[src/rtl/pb_debounce_if.sv]
// Pushbutton conditioning bus.
//   pb_raw     : raw, asynchronous, bouncing button lines (active-high)
//   pb_level   : debounced button state
//   pb_press   : one-cycle pulse per accepted press and per repeat
//   pb_release : one-cycle pulse per accepted release
// master drives the raw lines and consumes the conditioned outputs;
// slave is the conditioning block itself.
interface pb_debounce_if #(
  parameter int WIDTH = 5
);
  logic [WIDTH-1:0] pb_raw;
  logic [WIDTH-1:0] pb_level;
  logic [WIDTH-1:0] pb_press;
  logic [WIDTH-1:0] pb_release;

  modport master (
    output pb_raw,
    input  pb_level,
    input  pb_press,
    input  pb_release
  );

  modport slave (
    input  pb_raw,
    output pb_level,
    output pb_press,
    output pb_release
  );
endinterface

[src/rtl/pb_debounce.sv]
// Pushbutton front end: per-button 2-flop synchronizer, debounce counter,
// clean level, press/release pulses and optional hold-to-repeat presses.
// Every button is an independent copy of the same logic.
// Ports:
//   clk : system clock (single domain)
//   rst : synchronous reset, active-high
//   bus : pb_debounce_if slave (pb_raw in; pb_level, pb_press, pb_release out)
module pb_debounce #(
  parameter int WIDTH           = 5,
  parameter int DEBOUNCE_CYCLES = 16,
  parameter int REPEAT_EN       = 1,
  parameter int REPEAT_DELAY    = 64,
  parameter int REPEAT_PERIOD   = 16
) (
  input  logic         clk,
  input  logic         rst,
  pb_debounce_if.slave bus
);

  localparam int CNT_W   = $clog2(DEBOUNCE_CYCLES) + 1;
  localparam int RPT_MAX = (REPEAT_DELAY > REPEAT_PERIOD) ? REPEAT_DELAY : REPEAT_PERIOD;
  localparam int RCNT_W  = $clog2(RPT_MAX) + 1;

  localparam logic [CNT_W-1:0]  DB_LAST = CNT_W'(DEBOUNCE_CYCLES - 1);
  localparam logic [RCNT_W-1:0] RD_LAST = RCNT_W'(REPEAT_DELAY - 1);
  localparam logic [RCNT_W-1:0] RP_LAST = RCNT_W'(REPEAT_PERIOD - 1);

  typedef enum logic [1:0] {IDLE, DELAY, RPT} rpt_state_t;

  logic [WIDTH-1:0] sync_p0;
  logic [WIDTH-1:0] sync_p1;
  logic [WIDTH-1:0] level_p2;
  logic [WIDTH-1:0] press_p2;
  logic [WIDTH-1:0] release_p2;

  // Stage 0/1: two-flop synchronizer on the asynchronous raw lines.
  always_ff @(posedge clk) begin
    if (rst) begin
      sync_p0 <= '0;
      sync_p1 <= '0;
    end else begin
      sync_p0 <= bus.pb_raw;
      sync_p1 <= sync_p0;
    end
  end

  // Stage 2: debounce, repeat FSM and registered outputs, per button.
  for (genvar i = 0; i < WIDTH; i++) begin : g_btn
    logic [CNT_W-1:0]  cnt_p2;
    logic [CNT_W-1:0]  cnt_nxt;
    logic [RCNT_W-1:0] rcnt_p2;
    logic [RCNT_W-1:0] rcnt_nxt;
    rpt_state_t        state_p2;
    rpt_state_t        state_nxt;
    logic              level_r;
    logic              press_r;
    logic              release_r;
    logic              level_nxt;
    logic              accept_rise;
    logic              accept_fall;
    logic              rpt_pulse;

    // Any sample matching the accepted level restarts the count, so only an
    // unbroken run of DEBOUNCE_CYCLES differing samples is accepted.
    always_comb begin
      cnt_nxt     = cnt_p2 + 1'b1;
      level_nxt   = level_r;
      accept_rise = 1'b0;
      accept_fall = 1'b0;
      if (sync_p1[i] == level_r) begin
        cnt_nxt = '0;
      end else if (cnt_p2 == DB_LAST) begin
        cnt_nxt     = '0;
        level_nxt   = sync_p1[i];
        accept_rise = sync_p1[i];
        accept_fall = ~sync_p1[i];
      end
    end

    always_comb begin
      state_nxt = state_p2;
      rcnt_nxt  = rcnt_p2;
      rpt_pulse = 1'b0;
      case (state_p2)
        IDLE: begin
          if (accept_rise && (REPEAT_EN != 0)) begin
            state_nxt = DELAY;
            rcnt_nxt  = '0;
          end
        end
        DELAY: begin
          if (rcnt_p2 == RD_LAST) begin
            rpt_pulse = 1'b1;
            state_nxt = RPT;
            rcnt_nxt  = '0;
          end else begin
            rcnt_nxt = rcnt_p2 + 1'b1;
          end
        end
        RPT: begin
          if (rcnt_p2 == RP_LAST) begin
            rpt_pulse = 1'b1;
            rcnt_nxt  = '0;
          end else begin
            rcnt_nxt = rcnt_p2 + 1'b1;
          end
        end
        default: begin
          state_nxt = IDLE;
          rcnt_nxt  = '0;
        end
      endcase
      // A release landing on a repeat terminal count suppresses that repeat.
      if (accept_fall) begin
        state_nxt = IDLE;
        rcnt_nxt  = '0;
        rpt_pulse = 1'b0;
      end
    end

    always_ff @(posedge clk) begin
      if (rst) begin
        cnt_p2    <= '0;
        rcnt_p2   <= '0;
        state_p2  <= IDLE;
        level_r   <= 1'b0;
        press_r   <= 1'b0;
        release_r <= 1'b0;
      end else begin
        cnt_p2    <= cnt_nxt;
        rcnt_p2   <= rcnt_nxt;
        state_p2  <= state_nxt;
        level_r   <= level_nxt;
        press_r   <= accept_rise | rpt_pulse;
        release_r <= accept_fall;
      end
    end

    assign level_p2[i]   = level_r;
    assign press_p2[i]   = press_r;
    assign release_p2[i] = release_r;
  end

  assign bus.pb_level   = level_p2;
  assign bus.pb_press   = press_p2;
  assign bus.pb_release = release_p2;

endmodule

[src/flat_wrapper.sv]
// flat-port wrapper written by rule: the top's interface ports become plain ports
module pb_debounce_flat 
#(
  parameter int WIDTH           = 5,
  parameter int DEBOUNCE_CYCLES = 16,
  parameter int REPEAT_EN       = 1,
  parameter int REPEAT_DELAY    = 64,
  parameter int REPEAT_PERIOD   = 16
)
  (clk, rst, bus_pb_raw, bus_pb_level, bus_pb_press, bus_pb_release);
  pb_debounce_if #(.WIDTH(WIDTH)) bus_i ();
  input  logic clk;
  input  logic rst;
  input wire logic [$bits(bus_i.pb_raw)-1:0] bus_pb_raw;
  output wire logic [$bits(bus_i.pb_level)-1:0] bus_pb_level;
  output wire logic [$bits(bus_i.pb_press)-1:0] bus_pb_press;
  output wire logic [$bits(bus_i.pb_release)-1:0] bus_pb_release;
  assign bus_i.pb_raw = bus_pb_raw;
  assign bus_pb_level = bus_i.pb_level;
  assign bus_pb_press = bus_i.pb_press;
  assign bus_pb_release = bus_i.pb_release;
  pb_debounce #(.WIDTH(WIDTH), .DEBOUNCE_CYCLES(DEBOUNCE_CYCLES), .REPEAT_EN(REPEAT_EN), .REPEAT_DELAY(REPEAT_DELAY), .REPEAT_PERIOD(REPEAT_PERIOD)) u_core (.clk(clk), .rst(rst), .bus(bus_i));
endmodule
[config.mk]
export PLATFORM = sky130hd
export DESIGN_NAME = pb_debounce_flat
export DESIGN_NICKNAME = d
export VERILOG_FILES = /design/src/rtl/pb_debounce_if.sv /design/src/rtl/pb_debounce.sv /design/src/flat_wrapper.sv
export SDC_FILE = /design/constraint.sdc
export NUM_CORES = 1
export LEC_CHECK = 0
export BUFFER_PORTS_ARGS = -buffer_cell sky130_fd_sc_hd__buf_2
export CORE_MARGIN = 2
export CORE_UTILIZATION = 38
export DETAILED_ROUTE_END_ITERATION = 10
export SLEW_MARGIN = 10
export SYNTH_ARGS = -nofsm -noshare
export SYNTH_HDL_FRONTEND = slang
export SYNTH_SLANG_ARGS = --single-unit
[constraint.sdc]
create_clock -name clk -period 1.89 [get_ports clk]
set_input_delay 0.189 -clock clk [delete_from_list [all_inputs] [get_ports clk]]
set_output_delay 0.189 -clock clk [all_outputs]
set_load 0.02 [all_outputs]
==> results of run 1 <==
[cell type report]
class / count / area, um^2
Fill cell: 1225 / 6790
Multi-Input combinational cell: 386 / 2630
Sequential cell: 95 / 1900
Clock buffer: 10 / 229
Tap cell: 168 / 210
Timing Repair Buffer: 31 / 180
Inverter: 32 / 120
Clock inverter: 6 / 45.0
[worst paths after layout]
check,startpoint,end,cells past startpoint
min,bus_pb_raw[3],u_core.sync_p0[3],2
min reg2reg,u_core.g_btn[4].cnt_p2[0],u_core.g_btn[4].cnt_p2[0],1
max reg2reg,u_core.g_btn[1].cnt_p2[0],u_core.g_btn[1].state_p2[0],7
max,u_core.g_btn[1].cnt_p2[0],u_core.g_btn[1].state_p2[0],7
[sequential cells by signal (all words and copies together), names as in the netlist]
name / flops
u_core.g_btn.rcnt_p2: 35
u_core.g_btn.cnt_p2: 25
u_core.g_btn.state_p2: 10
u_core.g_btn.level_r: 5
u_core.g_btn.press_r: 5
u_core.g_btn.release_r: 5
u_core.sync_p0: 5
u_core.sync_p1: 5
[power groups by stage]
stage | clock [W] | sequential (W) | combinational (W)
floorplan | 0 | 0.00208 | 0.000127
global placement | 0 | 0.00208 | 0.000165
detailed placement | 0 | 0.00208 | 0.000168
CTS | 0.00175 | 0.00204 | 0.000169
global route | 0.00183 | 0.00204 | 0.000202
finish | 0.00170 | 0.00204 | 0.000179
[synthesized netlist by cell type, drive strengths merged, types with 2 or more instances]
library cell  count
and4b             4
nand4b            4
and3             10
o221ai            2
a21boi            3
nor3              5
o21ai            13
o21a              4
ha               32
nor2b            17
nand3            22
o2111ai           3
o31ai             6
o211ai            3
buf              22
nand3b            5
clkbuf            8
inv              32
dfxtp            95
or3               4
nand2            36
a31oi             8
a21oi            41
a211oi           10
nand4            10
xor2              6
o31a              3
nor3b             3
o311ai            2
o311a             2
nor2             64
a21o             11
and2              5
nand2b            8
xnor2            26
[timing repair]
item / 4_1_cts / 5_1_grt
hold buffers: 0 / 0
setup endpoints to repair: 6 / 32
pin swaps: 1 / 2
resized for setup: 0 / 19
[kinds of logic after synthesis]
group                    Yosys count  share of synthesized area, %
multiplexers                       1                         0.210
buffers and inverters             62                          6.35
AND/OR/NAND/NOR                  204                          22.6
AO/OA/AOI/OAI                    117                          16.7
flip-flops                        95                          39.9
adder cells (fa/ha/maj)           32                          8.39
XOR/XNOR                          32                          5.88
[worst max-delay path, delay by kind of cell (launching register included)]
family	cells	cell delay, ns
adder cells (fa/ha/maj)	2	0.40
AND/OR/NAND/NOR	3	0.50
flip-flops	1	0.36
AO/OA/AOI/OAI	2	0.46
[layer usage]
layer | part of all wire, % | global-route usage [%] | vias up | wire [um]
li1 | - | - | 1910 | -
met1 | 51 | 19.1 | 1708 | 4430
met2 | 44 | 20.5 | 45 | 3840
met3 | 2.5 | 2.35 | 16 | 216
met4 | 2.2 | 6.19 | 0 | 188
met5 | 0 | 0 | - | 0
[per-stage QoR]
step,cells,power (W),hold slack [ns],setup WS [ns]
finish,728,0.00391,0.0553,0.128
global route,728,0.00407,0.0639,0.00403
CTS,728,0.00396,0.0433,0.0269
detailed placement,712,0.00225,0.405,-0.0126
global placement,712,0.00225,0.395,0.0443
floorplan,543,0.00221,0.317,0.0770
==> impl_results.md, run 1 <==
- Worst Skew: 0.00902 ns
- Final worst-path cycle share: 93.2%
- Critical Path RT: 2.18 ns
- Total length of routed wires: 8680 um
- DR iter-0 viols: 170
- Largest net degree at the start of global routing: 32
- RSZ-0062 raised after global routing: no
- Total setup violations reported at the end of the flow: 0
- Sequential share of the synthesized area: 39.9%
- Overall die height: 116 um
- Number of nets in the synthesized netlist: 582
- Number of design rule violations left after detail routing: 0
- Critical path endpoint category: register
- Final cell utilization of the core: 43.9%
- Type of the setup path with the least slack: reg2reg
- Worst-margin pin slew: 0.582 ns
- Synthesis-to-finish area growth: 11.6%
- Summed negative setup slack over all endpoints: 0 ns
- Most common cell after layout, fill and taps aside: sky130_fd_sc_hd__dfxtp_1
- Final critical-path required period: 1.76 ns
- Placed inst area: 4980 um^2
- Final slew viol count: 0
- Total count of hold-check failures in the final report: 0
- Deepest level of the CTS H-tree: 3
- Area of the die: 13500 um^2
- Number of buffers between clock root and the deepest sink: 2
- Layout cells sized above 1: 12.7%
- Switching fraction of total power: 23.6%
- Avg Cell Area, Syn: 8.78 um^2
- Arrival time at the worst endpoint: 2.06 ns
- Starting density of the core: 39.4%
- Clock slew at the register clock pins of the worst setup and hold paths: 0.07 ns
- Maximum fanout along the worst path: 7
- Clock root cell: sky130_fd_sc_hd__clkbuf_16
- Number of rows in the core area: 40
- Vias in the first global route: 3366
- Synthesis warning total: 0
- Synth area leader: sky130_fd_sc_hd__dfxtp_1
- Logic gate share of total power: 4.6%
- Core box area: 12100 um^2
- Via count: 3679
- Summed instance area of the synthesized netlist: 4770 um^2
- Clock buffers created by TritonCTS: 9
- Result of the run: finished, final reports clean
- Synthesized netlist cell count: 543
- Antenna-violating nets left: 0
- Cell variety after synth: 59
- Net switching component of the power: 0.000922 W
- Average wire per standard cell: 11.9 um
- TritonCTS clock tree: yes
- Maxcap violations: 0
- Clk_lat worst skew: 0.35 ns
- Remaining global-route overflow: 0
- Leak: 1.97 nW
- Total power density per cell area: 735 nW/um^2
- Max IR drop VDD: 0.000424 V
- Highest clock frequency the design can meet: 568 MHz
- Dpl hpwl: 6170 um
- Post-synthesis async set-or-reset flop share: 0%
- Total number of nets in the final design: 594
- Avg Vias per Cell: 5.05
- Share of Yosys cell area claimed by the top area cell type: 39.9%
- Wire length of the first global-routing pass: 15000 um
- Io pins: 22
- Pint: 0.00299 W
- Layout Cell Area excl Fill: 5320 um^2
- Startpoint kind of the worst setup timing path: register
- Min-delay worst type: in2reg
- CP max stage cell: sky130_fd_sc_hd__dfxtp_1
- Post-synth EDFFs: 0
- Dominant cells by area after synthesis: sky130_fd_sc_hd__dfxtp_1 40%, sky130_fd_sc_hd__ha_1 8.4%, sky130_fd_sc_hd__nor2_1 5.0%
- Antenna violations before repair: 0
- Setup slack of the worst register-to-register path: 0.13 ns
- Clock group share of total power: 43.4%
- GP Congestion: 0.844
- #FFs+latches synth: 95
- Total clock sinks: 95
- Quantity of I/O buffers inserted on ports: 21
- Most used flip-flop cell after synthesis: sky130_fd_sc_hd__dfxtp_1
- Power share of the sequential group: 52.0%
- Cells along the critical path: ha_1, and3_1, ha_2, nand3b_4, and2_4, o31ai_1, o311a_1
- Delay of the slowest cell on the worst path: 0.36 ns
- Setup Buffers After CTS: 0
- Commonest cells after routing, fill and taps aside: 94 x sky130_fd_sc_hd__dfxtp_1, 64 x sky130_fd_sc_hd__nor2_1, 37 x sky130_fd_sc_hd__a21oi_1
- Relative slew slack: 61.2%
- Drt first pass iters: 4
- Horizontal die dimension: 116 um
- N_diodes: 0
- Overall routing resource usage: 13.6%
No activity file was read; power rests on OpenSTA's default activity.
==> inputs of run 2 (changes only) <==
ABC_AREA = 1   (was unset)
CTS_BUF_LIST = sky130_fd_sc_hd__clkbuf_16   (was unset)
clock period = 2.2 ns   (was 1.89 ns; I/O delays follow)
==> impl_results.md, run 2 <==
- Total count of hold-check failures in the final report: 0 (unchanged)
- Quantity of I/O buffers inserted on ports: 21 (unchanged)
- Layout cells sized above 1: 12.7% (-0.028 points)
- Sequential share of the synthesized area: 39.8% (-0.084 points)
- Adder-cell share of the synthesized area: 8.38% (-0.018 points)
- Highest clock frequency the design can meet: 563 MHz (-0.86%)
- Area of the die: 13500 um^2 (+0.20%)
- Avg Cell Area, Syn: 7.40 um^2 (-16%)
- Dpl hpwl: 6430 um (+4.3%)
- Average wire per standard cell: 10.2 um (-14%)
- Wire length of the first global-routing pass: 15000 um (-0.27%)
- Synth area leader: sky130_fd_sc_hd__dfxtp_1
- Summed instance area of the synthesized netlist: 4780 um^2 (+0.21%)
- Overall routing resource usage: 13.7% (+0.088 points)
- Worst hold slack after final layout: 0.0740 ns (+0.0187 ns)
- Multiplexer share of the synthesized area: 0% (-0.21 points)
- Critical Path RT: 2.43 ns (+0.25 ns)
- Number of flip-flops under the largest register name: 35 (unchanged)
- Deepest level of the CTS H-tree: 3 (unchanged)
- Antenna violations before repair: 0 (unchanged)
- Startpoint kind of the worst setup timing path: register
- Most common cell after layout, fill and taps aside: sky130_fd_sc_hd__nand2_1
- Antenna-violating nets left: 0 (unchanged)
- Type of the setup path with the least slack: reg2reg
- Dominant combinational cell family by area after synthesis: simple AND/OR/NAND/NOR gates
- Register name with the most flops: u_core.g_btn.rcnt_p2
- Depth of the most critical reg-to-reg path: 10 (+3)
- Horizontal die dimension: 116 um (about the same)
- Via count: 3794 (+3.1%)
- Synthesis-to-finish area growth: 9.76%
- Dominant cells by area after synthesis: sky130_fd_sc_hd__dfxtp_1 40%, sky130_fd_sc_hd__nand2_1 9.7%, sky130_fd_sc_hd__ha_1 8.4%
- DR iter-0 viols: 134 (-21%)
- Clock slew at the register clock pins of the worst setup and hold paths: 0.06 ns (about the same)
- Overall power after layout: 0.00332 W (-15%)
- Worst Min Path Start: bus_pb_raw[4]
- Total setup violations reported at the end of the flow: 0 (unchanged)
- Starting density of the core: 39.3% (-0.080 points)
- Total number of nets in the final design: 698 (+18%)
- Overall die height: 116 um (about the same)
- #FFs+latches synth: 95 (unchanged)
- Io pins: 22 (unchanged)
- Number of rows in the core area: 40 (unchanged)
- Largest registers in the final layout: u_core.g_btn.rcnt_p2 x35, u_core.g_btn.cnt_p2 x25, u_core.g_btn.state_p2 x10
- Hold Path Stages: 3 (+1)
- Result of the run: finished, final reports clean
- Leak: 2.17 nW (+10%)
- Final slew viol count: 0 (unchanged)
- Synthesis warning total: 0 (unchanged)
- Total length of routed wires: 8510 um (-2.0%)
- Min-delay worst type: in2reg
- Core box area: 12200 um^2 (+0.41%)
- N_diodes: 0 (unchanged)
- Clock root cell: sky130_fd_sc_hd__clkbuf_16
- Critical path endpoint category: register
- Maximum fanout along the worst path: 11 (+4)
- Largest net degree at the start of global routing: 16 (-50%)
- Hold Path End: u_core.sync_p0[4]
- Final worst-path cycle share: 80.8% (-12 points)
- GP Congestion: 0.839 (-0.60%)
- Share of Yosys cell area claimed by the top area cell type: 39.8% (-0.084 points)
- Reg-to-reg critical path endpoint: u_core.g_btn[1].rcnt_p2[6]
- Compound-Gate Fraction of Synth Area: 9.08% (-7.6 points)
- Total power density per cell area: 632 nW/um^2 (-14%)
- Post-synth EDFFs: 0 (unchanged)
- TritonCTS clock tree: yes
- Maxcap violations: 0 (unchanged)
- Worst Skew: 0.00730 ns (-0.00172 ns)
- Drt first pass iters: 4 (unchanged)
- Synthesized netlist cell count: 646 (+19%)
- Setup Buffers After CTS: 0 (unchanged)
- Relative slew slack: 65.0% (+3.8 points)
- Remaining global-route overflow: 0 (unchanged)
- Arrival time at the worst endpoint: 2.01 ns (-0.05 ns)
- Vias in the first global route: 3563 (+5.9%)
- Setup slack of the worst register-to-register path: 0.42 ns (+0.29 ns)
- Final critical-path required period: 1.78 ns (+0.0152 ns)
- Summed negative setup slack over all endpoints: 0 ns (unchanged)
- Number of nets in the synthesized netlist: 685 (+18%)
- Clk_lat worst skew: 0.34 ns (about the same)
- Most used flip-flop cell after synthesis: sky130_fd_sc_hd__dfxtp_1
- Cts hold-fix bufs: 0 (unchanged)
- Worst-margin pin slew: 0.520 ns (-0.0622 ns)
- Avg Vias per Cell: 4.56 (-9.8%)
- RSZ-0062 raised after global routing: no
- R2r startpoint: u_core.g_btn[1].cnt_p2[0]
- Clock buffers created by TritonCTS: 9 (unchanged)
- Area fraction in and, or, nand and nor cells after synthesis: 30.5% (+7.9 points)
- Number of buffers between clock root and the deepest sink: 2 (unchanged)
- Library cell with the highest instance count after synthesis: sky130_fd_sc_hd__nand2_1
- Most instantiated cells after synthesis: 123 x sky130_fd_sc_hd__nand2_1, 101 x sky130_fd_sc_hd__nor2_1, 95 x sky130_fd_sc_hd__dfxtp_1
- Xor/xnor cell area share of the yosys netlist: 1.65% (-4.2 points)
- Post-synthesis async set-or-reset flop share: 0% (unchanged)
- Max IR drop VDD: 0.000315 V (-26%)
- Number of design rule violations left after detail routing: 0 (unchanged)
- Total clock sinks: 95 (unchanged)
- Commonest cells after routing, fill and taps aside: 123 x sky130_fd_sc_hd__nand2_1, 101 x sky130_fd_sc_hd__nor2_1, 95 x sky130_fd_sc_hd__dfxtp_1
- Quantity of gates resized following cts: 0 (unchanged)
- Cell variety after synth: 35 (-41%)
[run 2: changes by cell type after synthesis, moves of 13 or more]
cell / change
sky130_fd_sc_hd__inv_1: +57
sky130_fd_sc_hd__nand2_1: +87
sky130_fd_sc_hd__nand2_2: +17
sky130_fd_sc_hd__nand3_1: +13
sky130_fd_sc_hd__nor2_1: +37
sky130_fd_sc_hd__nor2b_1: -17
sky130_fd_sc_hd__xnor2_1: -26
[run 2: stage by stage]
stage	setup WS [ns]	util, %	std cells	instance area (um^2)
3_3_place_gp	0.485	40.7	816	4950
2_1_floorplan	0.689	-	646	4780
5_1_grt	0.189	43.1	832	5250
4_1_cts	0.416	43.1	832	5250
6_report	0.423	43.1	832	5250
3_5_place_dp	0.430	40.7	816	4950
[run 2: kinds of logic (layout without fill, tap and decap cells)]
group	count (synthesis)	in the layout
AO/OA/AOI/OAI	77	77
XOR/XNOR	9	9
adder cells (fa/ha/maj)	32	32
buffers and inverters	115	133
flip-flops	95	95
AND/OR/NAND/NOR	318	318
[run 2: layout make-up]
type                    count  area [um^2]
fillers                  1266         6920
repair buffers             22          113
flip-flops and latches     95         1900
clock buffers               9          225
multi-input cells         436         2370
well taps                 168          210
inverters                  95          359
clock inverters             7         66.3
[run 2: critical path: stages, from the launching register on]
cell                      delay, ns
sky130_fd_sc_hd__dfxtp_1       0.35
sky130_fd_sc_hd__ha_1          0.17
sky130_fd_sc_hd__nand2_1       0.06
sky130_fd_sc_hd__nor2_1        0.10
sky130_fd_sc_hd__ha_1          0.23
sky130_fd_sc_hd__nand3_2       0.11
sky130_fd_sc_hd__nand2_2       0.20
sky130_fd_sc_hd__inv_1         0.11
sky130_fd_sc_hd__nor2_1        0.14
sky130_fd_sc_hd__xor2_1        0.15
sky130_fd_sc_hd__nor2_1        0.06
[run 2: power breakdown]
part	leakage, nW	internal (W)	switching, W
logic	1.25	0.0000174	0.0000425
registers	0.767	0.00173	0.00000716
clock network	0.144	0.000872	0.000648
total	2.17	0.00262	0.000698
[run 2: per-layer routing]
layer	track usage, %	wire length [um]	up-vias
li1	-	-	2041
met1	16.9	4190	1702
met2	23.0	3920	41
met3	2.70	256	10
met4	6.75	140	0
met5	0	0	-
[run 2: worst max-delay path by stage]
stage / start / endpoint / depth (start not counted)
after global placement: u_core.g_btn[1].cnt_p2[0] / u_core.g_btn[1].rcnt_p2[6] / 10
after detailed placement: u_core.g_btn[1].cnt_p2[0] / u_core.g_btn[1].rcnt_p2[6] / 10
after floorplan: u_core.g_btn[0].cnt_p2[0] / u_core.g_btn[0].state_p2[0] / 11
after CTS: u_core.g_btn[1].cnt_p2[0] / u_core.g_btn[1].rcnt_p2[6] / 10
final: u_core.g_btn[1].cnt_p2[0] / u_core.g_btn[1].rcnt_p2[6] / 10
after global routing: u_core.g_btn[1].cnt_p2[0] / u_core.g_btn[1].rcnt_p2[4] / 10
